[src/rtl/cmp_threshold_monitor.sv]
// rtl/cmp_threshold_monitor.sv - debounced threshold crossing monitor with event buffer and counters
module cmp_threshold_monitor #(
    parameter int unsigned DEBOUNCE = 3,
    parameter int unsigned CNT_W    = 8
) (
    input  logic             clk,
    input  logic             rst_n,
    input  logic             clear,
    input  logic             in_valid,
    input  logic             lower,
    input  logic             equal,
    input  logic             greater,
    output logic             above,
    output logic             evt_valid,
    output logic             evt_rise,
    input  logic             evt_ready,
    output logic             evt_ovf,
    output logic             flag_err,
    output logic [CNT_W-1:0] lo_cnt,
    output logic [CNT_W-1:0] eq_cnt,
    output logic [CNT_W-1:0] gr_cnt
);

    typedef enum logic {
        ST_BELOW = 1'b0,
        ST_ABOVE = 1'b1
    } state_e;

    localparam logic [3:0]       DEB     = 4'(DEBOUNCE);
    localparam logic [CNT_W-1:0] CNT_MAX = '1;
    localparam logic [CNT_W-1:0] CNT_ONE = CNT_W'(1);

    state_e           state_q, state_d;
    logic [3:0]       run_q, run_d;
    logic             evt_valid_q, evt_valid_d;
    logic             evt_rise_q, evt_rise_d;
    logic             evt_ovf_q, evt_ovf_d;
    logic             flag_err_q, flag_err_d;
    logic [CNT_W-1:0] lo_cnt_q, lo_cnt_d;
    logic [CNT_W-1:0] eq_cnt_q, eq_cnt_d;
    logic [CNT_W-1:0] gr_cnt_q, gr_cnt_d;

    logic legal;
    logic qualify;
    logic new_evt;
    logic new_rise;

    always_comb begin
        state_d     = state_q;
        run_d       = run_q;
        evt_valid_d = evt_valid_q;
        evt_rise_d  = evt_rise_q;
        evt_ovf_d   = evt_ovf_q;
        flag_err_d  = flag_err_q;
        lo_cnt_d    = lo_cnt_q;
        eq_cnt_d    = eq_cnt_q;
        gr_cnt_d    = gr_cnt_q;
        new_evt     = 1'b0;
        new_rise    = 1'b0;
        legal       = $onehot({lower, equal, greater});
        // Equal never qualifies: it is the hysteresis dead band in both states.
        qualify     = (state_q == ST_BELOW) ? greater : lower;

        if (in_valid) begin
            if (!legal) begin
                flag_err_d = 1'b1;
            end else begin
                if (lower   && lo_cnt_q != CNT_MAX) lo_cnt_d = lo_cnt_q + CNT_ONE;
                if (equal   && eq_cnt_q != CNT_MAX) eq_cnt_d = eq_cnt_q + CNT_ONE;
                if (greater && gr_cnt_q != CNT_MAX) gr_cnt_d = gr_cnt_q + CNT_ONE;

                if (!qualify) begin
                    run_d = '0;
                end else if (run_q + 4'd1 == DEB) begin
                    run_d    = '0;
                    new_evt  = 1'b1;
                    new_rise = (state_q == ST_BELOW);
                    state_d  = (state_q == ST_BELOW) ? ST_ABOVE : ST_BELOW;
                end else begin
                    run_d = run_q + 4'd1;
                end
            end
        end

        // A full buffer accepts a new event only when its occupant pops this same cycle.
        if (new_evt) begin
            if (!evt_valid_q || evt_ready) begin
                evt_valid_d = 1'b1;
                evt_rise_d  = new_rise;
            end else begin
                evt_ovf_d = 1'b1;
            end
        end else if (evt_valid_q && evt_ready) begin
            evt_valid_d = 1'b0;
        end
    end

    always_ff @(posedge clk or negedge rst_n) begin
        if (!rst_n) begin
            state_q     <= ST_BELOW;
            run_q       <= '0;
            evt_valid_q <= 1'b0;
            evt_rise_q  <= 1'b0;
            evt_ovf_q   <= 1'b0;
            flag_err_q  <= 1'b0;
            lo_cnt_q    <= '0;
            eq_cnt_q    <= '0;
            gr_cnt_q    <= '0;
        end else if (clear) begin
            state_q     <= ST_BELOW;
            run_q       <= '0;
            evt_valid_q <= 1'b0;
            evt_rise_q  <= 1'b0;
            evt_ovf_q   <= 1'b0;
            flag_err_q  <= 1'b0;
            lo_cnt_q    <= '0;
            eq_cnt_q    <= '0;
            gr_cnt_q    <= '0;
        end else begin
            state_q     <= state_d;
            run_q       <= run_d;
            evt_valid_q <= evt_valid_d;
            evt_rise_q  <= evt_rise_d;
            evt_ovf_q   <= evt_ovf_d;
            flag_err_q  <= flag_err_d;
            lo_cnt_q    <= lo_cnt_d;
            eq_cnt_q    <= eq_cnt_d;
            gr_cnt_q    <= gr_cnt_d;
        end
    end

    assign above     = (state_q == ST_ABOVE);
    assign evt_valid = evt_valid_q;
    assign evt_rise  = evt_rise_q;
    assign evt_ovf   = evt_ovf_q;
    assign flag_err  = flag_err_q;
    assign lo_cnt    = lo_cnt_q;
    assign eq_cnt    = eq_cnt_q;
    assign gr_cnt    = gr_cnt_q;

endmodule
[config.mk]
export PLATFORM = sky130hd
export DESIGN_NAME = cmp_threshold_monitor
export DESIGN_NICKNAME = d
export VERILOG_FILES = /design/src/rtl/cmp_threshold_monitor.sv
export SDC_FILE = /design/constraint.sdc
export NUM_CORES = 1
export LEC_CHECK = 0
export ABC_AREA = 1
export CAP_MARGIN = 25
export CORE_MARGIN = 2
export CORE_UTILIZATION = 45
export CTS_CLUSTER_SIZE = 8
export DETAILED_ROUTE_END_ITERATION = 8
export PLACE_DENSITY = 0.77
export SYNTH_ARGS = -nofsm -noshare
export SYNTH_HDL_FRONTEND = slang
export SYNTH_SLANG_ARGS = --single-unit
[constraint.sdc]
create_clock -name clk -period 1.5 [get_ports clk]
set_clock_uncertainty 0.05 [all_clocks]
set_input_delay 0.3 -clock clk [delete_from_list [all_inputs] [get_ports clk]]
set_output_delay 0.3 -clock clk [all_outputs]
set_load 0.01 [all_outputs]
Yosys cells after proc, flatten, opt, wreduce, memory -nomap -nowiden
Cells that the tools add are included.
{ "word_totals": {"elab_cells": 94, "inputBits": 8, "reg_bits": 33, "output_inout_bits": 29} }
{ "op_classes": {"n_reduce_logical": 25, "n_bitwise": 1, "addsub": 6, "eq_ne": 8, "mux": 45} }
{ "op_table": {"columns": ["cell", "n"], "rows": [
  ["two-way mux 8 bit", 12],
  ["two-way mux 1 bit", 28],
  ["adder 8 x 1 -> 8 bit (second input constant)", 3],
  ["!= test 8 bit (second input constant)", 3],
  ["two-way mux 4 bit", 5],
  ["nonzero test 2 bit", 9],
  ["AND reduction 2 bit", 5],
  ["AND reduction 3 bit", 3],
  ["adder 4 x 1 -> 4 bit (second input constant)", 1],
  ["equality test 4 x 2 -> 1 bit (second input constant)", 1],
  ["logical AND 1 bit", 4],
  ["!= test 2 bit (second input constant)", 2],
  ["AND reduction 4 bit", 1],
  ["!= test 3 x 2 -> 1 bit (second input constant)", 1],
  ["nonzero test 3 bit", 1],
  ["adder 1 x 1 -> 2 bit", 1],
  ["adder 2 x 1 -> 2 bit", 1],
  ["equality test 2 x 1 -> 1 bit (second input constant)", 1],
  ["logical NOT 1 bit", 1],
  ["logical OR 1 bit", 1],
  ["NOT 1 bit", 1]
]} }

Longest topological paths before layout
{ "logic_depth": {"depth_word": 9, "depth_mapped": 10, "ltp_nobuf": 10} }

Worst setup path before layout
Ideal clock, no wire load.
{ "synth_path": {"kind": "in2reg", "from": "input port lower", "to": "register gr_cnt_q[2] (netlist: gr_cnt[2])", "path_buffers": 0, "slack_ns": -0.241, "stages": 10, "setup_ns": 0.118, "t_arrival_ns": 1.573, "cell_sequence": "inv_1 fa_1 inv_1 nand3_2 inv_1 nand2_1 a21oi_2 nor2_4 nand2_1 nand2_1"} }
{ "synth_between": {"elab_chain_cells": 4} }
{ "synth_lines": {"columns": ["element", "line", "text"], "rows": [
  ["start, declared", "10", "input logic lower,"],
  ["adder 2 x 1 -> 2 bit (not written as such)", "60", "legal = $onehot({lower, equal, greater});"],
  ["equality test 2 x 1 -> 1 bit", "60", null],
  ["nonzero test 2 bit (no line)", null, null],
  ["AND reduction 3 bit (no line)", null, null],
  ["end signal, assigned", "128", "gr_cnt_q <= gr_cnt_d;"],
  ["end, declared", "41", "logic [CNT_W-1:0] gr_cnt_q, gr_cnt_d;"]
]} }
Every way passes these cells.
A chain may end at the register's enable or synchronous reset.

Worst setup path in the final report
{ "layout_path": {"from": "input port equal", "to": "register lo_cnt_q[1] (netlist: lo_cnt[1])"} }
{ "layout_between": {"elab_chain_cells": 5} }
{ "layout_lines": {"columns": ["element", "line", "text"], "rows": [
  ["start, declared", "11", "input logic equal,"],
  ["adder 1 x 1 -> 2 bit (not written as such)", "60", null],
  ["adder 2 x 1 -> 2 bit (not written as such)", "60", null],
  ["equality test 2 x 1 -> 1 bit", "60", null],
  ["nonzero test 2 bit (no line)", null, null],
  ["AND reduction 3 bit (no line)", null, null],
  ["end signal, assigned", "126", "lo_cnt_q <= lo_cnt_d;"],
  ["end, declared", "39", "logic [CNT_W-1:0] lo_cnt_q, lo_cnt_d;"]
]} }
Every way passes these cells.

==> results.md <==
Critical path:
- The critical setup path kind is input pin to flop.
- The signal on the critical path passes through buf_6, inv_4, fa_1, inv_2, nand3_4, inv_4, nand2_4, a21oi_4, nor2_4, nand2_1, nand2_1.
- At the worst endpoint, the required time is 1640 ps.
- The slowest cell on the critical path is sky130_fd_sc_hd__fa_1.
- The worst setup path is captured at a flop.
- The critical path startpoint category is an input pin.
- STA puts the critical path data arrival time at about 1700 ps.
- The register-to-register setup slack is -30 ps.
- The highest fanout seen on the critical path is 7.
- The maximum single-stage delay on the critical path is around 480 ps.

Power and ir drop:
- Summed over all cells, the static leakage comes to 1.55 nW.
- VDD sags by at most 0.000433 V.
- Power comes to approximately 2 mW.
- In this run the power density over the cells is 702 nW/µm².

Timing:
- The worst relative slew slack is 0.804.
- The final hold violation count came to 0.
- Setup repair after global routing could not meet its margin everywhere.
- At the pin with the least slew margin, the transition time is about 290 ps.
- The final clock period utilization by the worst path is 1.04.
- The highest clock frequency the design can meet is about 640 MHz.
- The post-route setup TNS is -453 ps.
- The worst setup slack after layout is -63.5 ps.
- The setup-violating endpoint count in the final report is 16.
- The total count of max-transition violations in the final report is 0.
- After layout, the minimum clock period comes to about 1600 ps.

Finish:
- The net total in the final layout is between 300 and 400.
- The count of inserted antenna diode cells is 0.
- The layout-stage area growth over the synthesis result is 45.1%.
- The leading cell type in the layout, fill and taps excluded is sky130_fd_sc_hd__nand2_1.
- The top cell types in the final layout, fill and taps aside, are sky130_fd_sc_hd__nand2_1, sky130_fd_sc_hd__buf_4, sky130_fd_sc_hd__dfrtp_1.
- The finished layout holds 397 standard cells, fillers aside.
- The layout cell share with drive strength beyond 1 is 0.255.

Clock network:
- The number of sinks handled by clock tree synthesis is 33.
- The clock edge transition at the registers on the reported setup and hold paths is approximately 70 ps.
- For the worst-skew pair, the clock arrives at the later sink with an insertion delay of between 200 and 300 ps.
- Clock tree synthesis inserted a total of 5 buffers.
- In this run the clock root is driven by a sky130_fd_sc_hd__clkbuf_8.
- The CTS tree is done.
- The number of buffers between clock root and the deepest sink is 2.
- The H-tree generated during clock tree synthesis spans 2 levels.

Global routing:
- The pin count of the biggest net entering global routing is 34.
- The global-route usage over all layers is 0.211.
- The first global-routing pass estimated around 8200 µm of wire.
- The number of global-route vias before repair is approximately 1,800.
- The number of antenna violations at the first check in global routing is 0.
- Summed over all layers, the global routing overflow is 0.

Status:
- The run finished, with violations left.
- The checks that failed: setup timing.

Routing:
- The first detailed-routing pass ran for 4 iterations.
- Dividing the detail-routed via count by the number of cells gives 4.99.
- The total length of routed wires is ~5000 µm.
- The initial DRC count is roughly 130.
- The number of routed nets with antenna violations is 0.
- After detailed routing, the number of remaining DRC violations is 0.
- The routed layout has around 2,000 vias.
- The detail-routed net length per standard cell is around 13 µm.

Place:
- The routability-driven placement congestion ratio is between 0.8 and 0.9.
- The count of buffers added on input and output ports is 36.
- The number of cells after detailed placement is approximately 370.
- The HPWL reported at the end of detailed placement is between 3000 and 4000 µm.

Synthesis:
- After synthesis the cells add up to between 1500 and 2000 µm².
- The fraction of the yosys area taken by sequential cells is 0.420.
- The total of warnings raised by yosys is 0.
- In this run, distinct cell masters in the synthesized netlist total 28.
- The post-synth net total is between 200 and 300.
- Averaged over all synthesized cells, the footprint is approximately 7.4 µm².
- Counting flops and latches in the post-synthesis netlist gives 33.
- The synthesized instance count is ~270.

Hold path:
- The min-delay analysis places its worst path in the category input pin to async pin.

Floorplanning:
- The overall die width is about 70 µm.
- The chip height is ~70 µm.
- Pin placement for this block handled 37 I/O pins.
- The number of rows created at floorplan is 24.
- The placeable core area is about 4300 µm².
- The starting utilization of the core area is 0.458.
- The full die area is between 4000 and 5000 µm².

Job:
- The tool flagged a number of max-cap violations equal to 0.
Yosys cell counts:
cell type | instances | area [µm²]
sky130_fd_sc_hd__xnor2_1 | 2 | 17.5
sky130_fd_sc_hd__nor3_2 | 2 | 20.0
sky130_fd_sc_hd__nand2_1 | 96 | 360
sky130_fd_sc_hd__o21ai_1 | 1 | 5.00
sky130_fd_sc_hd__nand4_1 | 6 | 37.5
sky130_fd_sc_hd__clkbuf_1 | 1 | 3.75
sky130_fd_sc_hd__or2_2 | 2 | 12.5
sky130_fd_sc_hd__o21ai_0 | 10 | 50.1
sky130_fd_sc_hd__nor2_2 | 2 | 12.5
sky130_fd_sc_hd__and3_1 | 2 | 12.5
sky130_fd_sc_hd__o22ai_1 | 1 | 6.26
sky130_fd_sc_hd__a21oi_1 | 1 | 5.00
sky130_fd_sc_hd__o21ai_2 | 1 | 8.76
sky130_fd_sc_hd__nor3b_1 | 2 | 15.0
sky130_fd_sc_hd__o21bai_1 | 1 | 7.51
sky130_fd_sc_hd__nand3_2 | 2 | 20.0
sky130_fd_sc_hd__a21oi_2 | 2 | 17.5
sky130_fd_sc_hd__dfrtp_1 | 33 | 826
sky130_fd_sc_hd__buf_6 | 1 | 11.3
sky130_fd_sc_hd__nand3_1 | 26 | 130
sky130_fd_sc_hd__nor2_4 | 2 | 22.5
sky130_fd_sc_hd__buf_2 | 3 | 15.0
sky130_fd_sc_hd__nor2_1 | 22 | 82.6
sky130_fd_sc_hd__fa_1 | 1 | 20.0
sky130_fd_sc_hd__nand2_2 | 1 | 6.26
sky130_fd_sc_hd__ha_1 | 5 | 62.6
sky130_fd_sc_hd__xor2_1 | 7 | 61.3
sky130_fd_sc_hd__inv_1 | 31 | 116
power by group:
part	total (mW)	switching (mW)	leakage (nW)	internal [mW]
clock	0.768	0.353	0.0542	0.415
sequential	0.925	0.0162	0.449	0.908
combinational	0.309	0.166	1.05	0.143
per-stage QoR:
| step | setup slack, ps | hold slack (ps) | instance area [µm²] | util |
|---|---|---|---|---|
| CTS | -50.3 | 327 | 2810 | 0.654 |
| global placement | -879 | 412 | 2560 | 0.595 |
| finish | -63.5 | 325 | 2850 | 0.664 |
| detailed placement | -907 | 427 | 2560 | 0.595 |
| floorplan | -158 | -45.6 | 2010 | - |
| global route | -141 | 353 | 2850 | 0.664 |
layout make-up:
class / count / area (µm²)
clock buffer: 7 / 96.3
clock inverter: 1 / 5.00
fill: 363 / 1440
inverter: 31 / 129
multi-input combinational: 197 / 1080
sequential: 33 / 832
tap: 52 / 65.1
timing repair buffer: 76 / 647
layer usage:
metal	global-route usage	wire [µm]
met5	0	0
met4	0.0705	86
met3	0.0491	223
met2	0.351	2500
met1	0.271	2240
path summary, 6_finish.rpt:
kind	from	to	cells past startpoint
max	equal	lo_cnt[1]	11
min	rst_n	evt_ovf	2
max reg2reg	lo_cnt[1]	lo_cnt[1]	7
min reg2reg	evt_ovf	evt_ovf	2
max in group asynchronous	rst_n	gr_cnt[3]	2
min in group clk	evt_ovf	evt_ovf	2
registers in the layout (all words and copies together), names as in the netlist:
name / count
eq_cnt: 8
gr_cnt: 8
lo_cnt: 8
run_q: 4
above: 1
evt_ovf: 1
evt_rise: 1
evt_valid: 1
flag_err: 1
worst max-delay path: cells and delay by family:
| family | cells | cell delay [ps] |
|---|---|---|
| simple gates | 5 | 380 |
| fa+ha+maj | 1 | 480 |
| buf+inv | 4 | 300 |
| compound gates | 1 | 240 |
logic make-up (layout without fill, tap and decap cells):
| family | count (synthesis) | count (layout) | synth area share |
|---|---|---|---|
| adder cells (fa/ha/maj) | 6 | 6 | 0.0420 |
| flip-flops | 33 | 33 | 0.420 |
| AND/OR/NAND/NOR | 165 | 165 | 0.372 |
| AO/OA/AOI/OAI | 17 | 17 | 0.0509 |
| XOR/XNOR | 9 | 9 | 0.0401 |
| buffers and inverters | 36 | 115 | 0.0745 |
what timing repair did:
action | CTS | global route
pin swaps | 10 | 6
endpoints found under the setup margin | 62 | 29
hold buffers | 0 | 0
buffers inserted | 19 | 2
gates resized for setup | 61 | 12
(Power assumes the default switching activity.)
==> RTL change 1: new RTL, same settings <==
Reset style: synchronous (`rst_n`), changed in one clocked block.
--- a/src/rtl/cmp_threshold_monitor.sv
+++ b/src/rtl/cmp_threshold_monitor.sv
@@ -97,3 +97,3 @@
 
-    always_ff @(posedge clk or negedge rst_n) begin
+    always_ff @(posedge clk) begin
         if (!rst_n) begin
Behaviour: differs if rst_n is asserted again (counterexample within 4 cycles, from zero or initial values and one cycle with rst_n low); with rst_n held inactive, the same outputs for 10 cycles.
==> RTL change 1 against the unedited design <==
The run still ends with negative setup slack left. Area after synthesis fell by 11%. Critical path depth fell by 2. Final area fell by 9.0%. Routed wire length fell by 18%. Clock power fell by 15%. Largest cell class unchanged. Sequential cell count did not move. Power fell by 14%. Largest power group unchanged. Setup slack got worse by 0.074 ns.
==> RTL change 1: results (changes against the unedited design) <==
Status - finished, violations left
Failing checks - negative setup slack
RR Startpoint - gr_cnt[0]$_SDFFE_PP0P_
Sequential-to-total area share from yosys stat - 37.9% (-4.1 points)
GPL Wtd Cong - 0.863 (+0.68%)
Main flop type after synthesis - dfxtp_1
Worst-Margin Slew - 0.344 ns (+0.0520 ns)
Final Instance Count excl. Fillers - 363 (-8.6%)
Nets - 328 (-8.4%)
FFs w/ async S/R, synth - 0% (-100 points)
Crit path from - greater
Leakage Power - 1.12 nW (-28%)
Synth cell count leaders - 65 x nand2_1, 33 x dfxtp_1, 33 x inv_1
Critical Path End - eq_cnt[2]$_SDFFE_PP0P_
Placed Cells - 347 (-5.7%)
Top cells by area, synth - dfxtp_1 38%, nand2_1 14%, a21oi_1 7.2%
Worst-skew pair later-pin latency - 0.29 ns (about the same)
Peak VDD IR - 0.414 mV (-4.3%)
First-pass GRT wire length - 6670 um (-18%)
Layout cells sized above 1 - 26.7% (+1.2 points)
Syn_nets - 265 (-5.4%)
Vias - 1,782 (-10%)
Fill cells - 314 (-13%)
NetSw - 0.435 mW (-19%)
1st-iter DRT viols - 101 (-23%)
Gate Count Post-Synth - 251 (-5.6%)
Worst-path fanout max - 7 (unchanged)
CP arrival - 1.80 ns (+0.10 ns)
Vias in the first global route - 1,528 (-16%)
Max_cap viols - 0 (unchanged)
Dpl hpwl - 2700 um (-20%)
Hold crit path type - reg2reg
R2R Path End - gr_cnt[2]$_SDFFE_PP0P_
Worst reg-to-reg path cell count - 8 (+1)
Reg-to-reg slack, setup - -0.08 ns (-0.05 ns)
Pin count of the biggest net entering global routing - 19 (-44%)
Global Route Usage Sum - 19.6% (-1.5 points)
Final setup margin - -0.137 ns (-0.0736 ns)
Synth cell types - 26 (-7.1%)
# setup viols final - 29 (+13)
CP peak stage delay - 0.47 ns
Avg WL per Cell - 11.4 um (-10%)
[RTL change 1: cell type report]
class,count,area (um^2),area share (%)
clock buffer,6,72.6,2.80
clock inverter,2,10.0,0.386
inverter,36,160,6.17
multi-input combinational,181,1100,42.5
sequential,33,672,25.9
tap,48,60.1,2.31
timing repair buffer,57,517,19.9
[RTL change 1: how the worst min path moves through the flow]
stage                               start                     to  slack (ns)  cells past startpoint
floorplan                        in_valid  flag_err$_SDFFE_PP0P_        0.39                      2
global placement    flag_err$_SDFFE_PP0P_  flag_err$_SDFFE_PP0P_        0.40                      2
detailed placement   evt_ovf$_SDFFE_PP0P_   evt_ovf$_SDFFE_PP0P_        0.42                      2
CTS                  evt_ovf$_SDFFE_PP0P_   evt_ovf$_SDFFE_PP0P_        0.43                      2
global route        flag_err$_SDFFE_PP0P_  flag_err$_SDFFE_PP0P_        0.47                      2
finish              run_q[3]$_SDFFE_PP0P_  run_q[3]$_SDFFE_PP0P_        0.44                      2
[RTL change 1: layer usage]
| metal | up-vias | GRT usage [%] | routed length, um |
|---|---|---|---|
| met5 | - | 0 | 0 |
| met2 | 27 | 31.3 | 2030 |
| met1 | 821 | 25.4 | 1880 |
| met3 | 6 | 5.28 | 176 |
| met4 | 0 | 6.89 | 60 |
| li1 | 928 | - | - |
[RTL change 1: what timing repair did]
item,CTS,global route
cloned,0,1
resized for setup,64,36
hold buffers,0,0
pin swaps,10,24
setup endpoints to repair,62,30
buffers inserted,3,4
[RTL change 1: worst max-delay path, delay by kind of cell]
| kind | cells | cell delay, ns |
|---|---|---|
| buf+inv | 3 | 0.20 |
| simple gates | 3 | 0.38 |
| fa+ha+maj | 1 | 0.47 |
| compound gates | 2 | 0.45 |
[RTL change 1: kinds of logic after synthesis]
group | share of synthesized area [%]
buf+inv | 8.26
xor+xnor | 4.02
simple gates | 33.1
fa+ha+maj | 4.74
compound gates | 12.0
flops | 37.9
[RTL change 1: power groups by stage]
stage	Clock [mW]	Combinational (mW)	Sequential (mW)
3_3_place_gp	0	0.152	0.905
2_1_floorplan	0	0.0810	0.907
4_1_cts	0.660	0.164	0.885
5_1_grt	0.704	0.205	0.884
3_5_place_dp	0	0.153	0.905
6_report	0.651	0.188	0.884
[RTL change 1: stage by stage]
step	instance area [um^2]	setup TNS [ns]	power (mW)	worst slack [ns]
global route	2590	-4.42	1.79	-0.224
floorplan	1780	-3.95	0.988	-0.209
finish	2590	-1.63	1.72	-0.137
detailed placement	2310	-27.78	1.06	-0.969
CTS	2430	-0.256	1.71	-0.0583
global placement	2310	-27.23	1.06	-0.926
==> RTL change 2: new RTL, same settings <==
Made on the original files. The parameter `CNT_W` goes from 8 to 12.
--- a/src/rtl/cmp_threshold_monitor.sv
+++ b/src/rtl/cmp_threshold_monitor.sv
@@ -3,3 +3,3 @@
     parameter int unsigned DEBOUNCE = 3,
-    parameter int unsigned CNT_W    = 8
+    parameter int unsigned CNT_W    = 12
 ) (
Interface: changed (resized eq_cnt, gr_cnt and lo_cnt); port bits go from 37 to 49. The function was not compared with the original's and may differ.
==> RTL change 2 against the unedited design <==
The flow still finishes with violations (negative setup slack). Sequential share of layout area shrank 4.0 points. Synthesized cell count grew 51%. Setup slack lost 0.031 ns. Area after synthesis grew 45%. Final area grew 58%. Power grew 32%. Sequential cell count grew 12. Routed wire length grew 77%. Largest power group unchanged.
==> RTL change 2: results (changes against the unedited design) <==
Post_cts resized - 108 (+77%)
Multi-input combinational cell area - 0.00189 mm^2 (+75%)
Mean post-synth cell area - 7.07 um^2 (-4.3%)
P_seq - 1.26 mW (+36%)
Dpl hpwl - 5380 um (+59%)
Final setup TNS - -1.55 ns (-1.10 ns)
Synth cell types - 33 (+18%)
Xor/xnor share of the synthesized area - 3.08% (-0.93 points)
Synth cell count leaders - 125 x nand2_1, 58 x nand3_1, 48 x nor2_1
Reg-to-reg slack, setup - -0.05 ns (-0.02 ns)
Final Instance Count excl. Fillers - 606 (+53%)
GPL Wtd Cong - 0.883 (+3.0%)
Hold crit path type - reg2reg
CP arrival - 1.78 ns (+0.08 ns)
Status - finished, violations left
CTS hold repair buffers - 1 (+1)
Hold_ws - 0.449 ns (+0.124 ns)
Vias - 3,226 (+63%)
WL final - 8950 um (+77%)
Placed cell area - 0.00384 mm^2 (+50%)
Combinational fraction of design power - 19.7% (+4.2 points)
Failing checks - negative setup slack
Fill cells - 436 (+20%)
Worst-path fanout max - 6 (-1)
Final setup margin - -0.0941 ns (-0.0306 ns)
# setup viols final - 37 (+21)
Post-synthesis compound-gate area fraction - 6.47% (+1.4 points)
First-pass GRT wire length - 14,000 um (+72%)
Placement Setup Slack - -0.958 ns (-0.0516 ns)
Global Route Usage Sum - 24.4% (+3.3 points)
Post-CTS Setup Inserts - 20 (+1)
Nets - 544 (+52%)
Port Buf Inserts - 48 (+33%)
Top cells by area, synth - dfrtp_1 40%, nand2_1 16%, nand3_1 10%
NetSw - 0.768 mW (+44%)
Relative slew slack - 78.0% (-2.4 points)
Layout cells sized above 1 - 37.7% (+12 points)
Syn_nets - 416 (+49%)
==> RTL change 2: cell types whose count changed after synthesis, moves of 4 or more <==
cell     before  now
dfrtp_1      33   45
nand2_1      96  125
a21o_1        0    4
nand3_1      26   58
o21ai_0      10   20
nand2_2       1    6
nand4_1       6   13
nor2_1       22   48
inv_1        31   37
==> RTL change 2: per-layer routing <==
metal	part of all wire (%)	vias to the layer above	global-route usage, %
met5	0	-	0
met3	4.8	26	4.95
met2	54	109	43.7
li1	-	1565	-
met1	39	1526	28.6
met4	2.5	0	9.38
==> RTL change 2: final timing paths <==
check,depth (start not counted),from,end
worst max-delay path,11,equal,eq_cnt[0]$_DFFE_PN0P_
worst min-delay path,2,evt_rise$_DFFE_PN0P_,evt_rise$_DFFE_PN0P_
worst max register to register,8,lo_cnt[1]$_DFFE_PN0P_,lo_cnt[11]$_DFFE_PN0P_
worst min register to register,2,evt_rise$_DFFE_PN0P_,evt_rise$_DFFE_PN0P_
max in group asynchronous,3,rst_n,eq_cnt[8]$_DFFE_PN0P_
min in group asynchronous,3,rst_n,gr_cnt[6]$_DFFE_PN0P_
==> RTL change 2: cell type report <==
| type | count | area share [%] |
|---|---|---|
| clock inverter | 1 | 0.111 |
| tap | 75 | 2.08 |
| timing repair buffer | 126 | 24.0 |
| multi-input combinational | 308 | 41.8 |
| inverter | 41 | 4.12 |
| clock buffer | 7 | 2.13 |
| timing repair inverter | 3 | 0.637 |
| sequential | 45 | 25.2 |
==> RTL change 2: worst max-delay path, stage by stage <==
cell and delay [ns]:
buf_8 0.08, inv_8 0.03, fa_1 0.49, inv_2 0.09
nand3_4 0.15, nor2_4 0.17, nand2_4 0.08, nand2_8 0.12
buf_8 0.14, nand3_2 0.06, o21ai_2 0.06
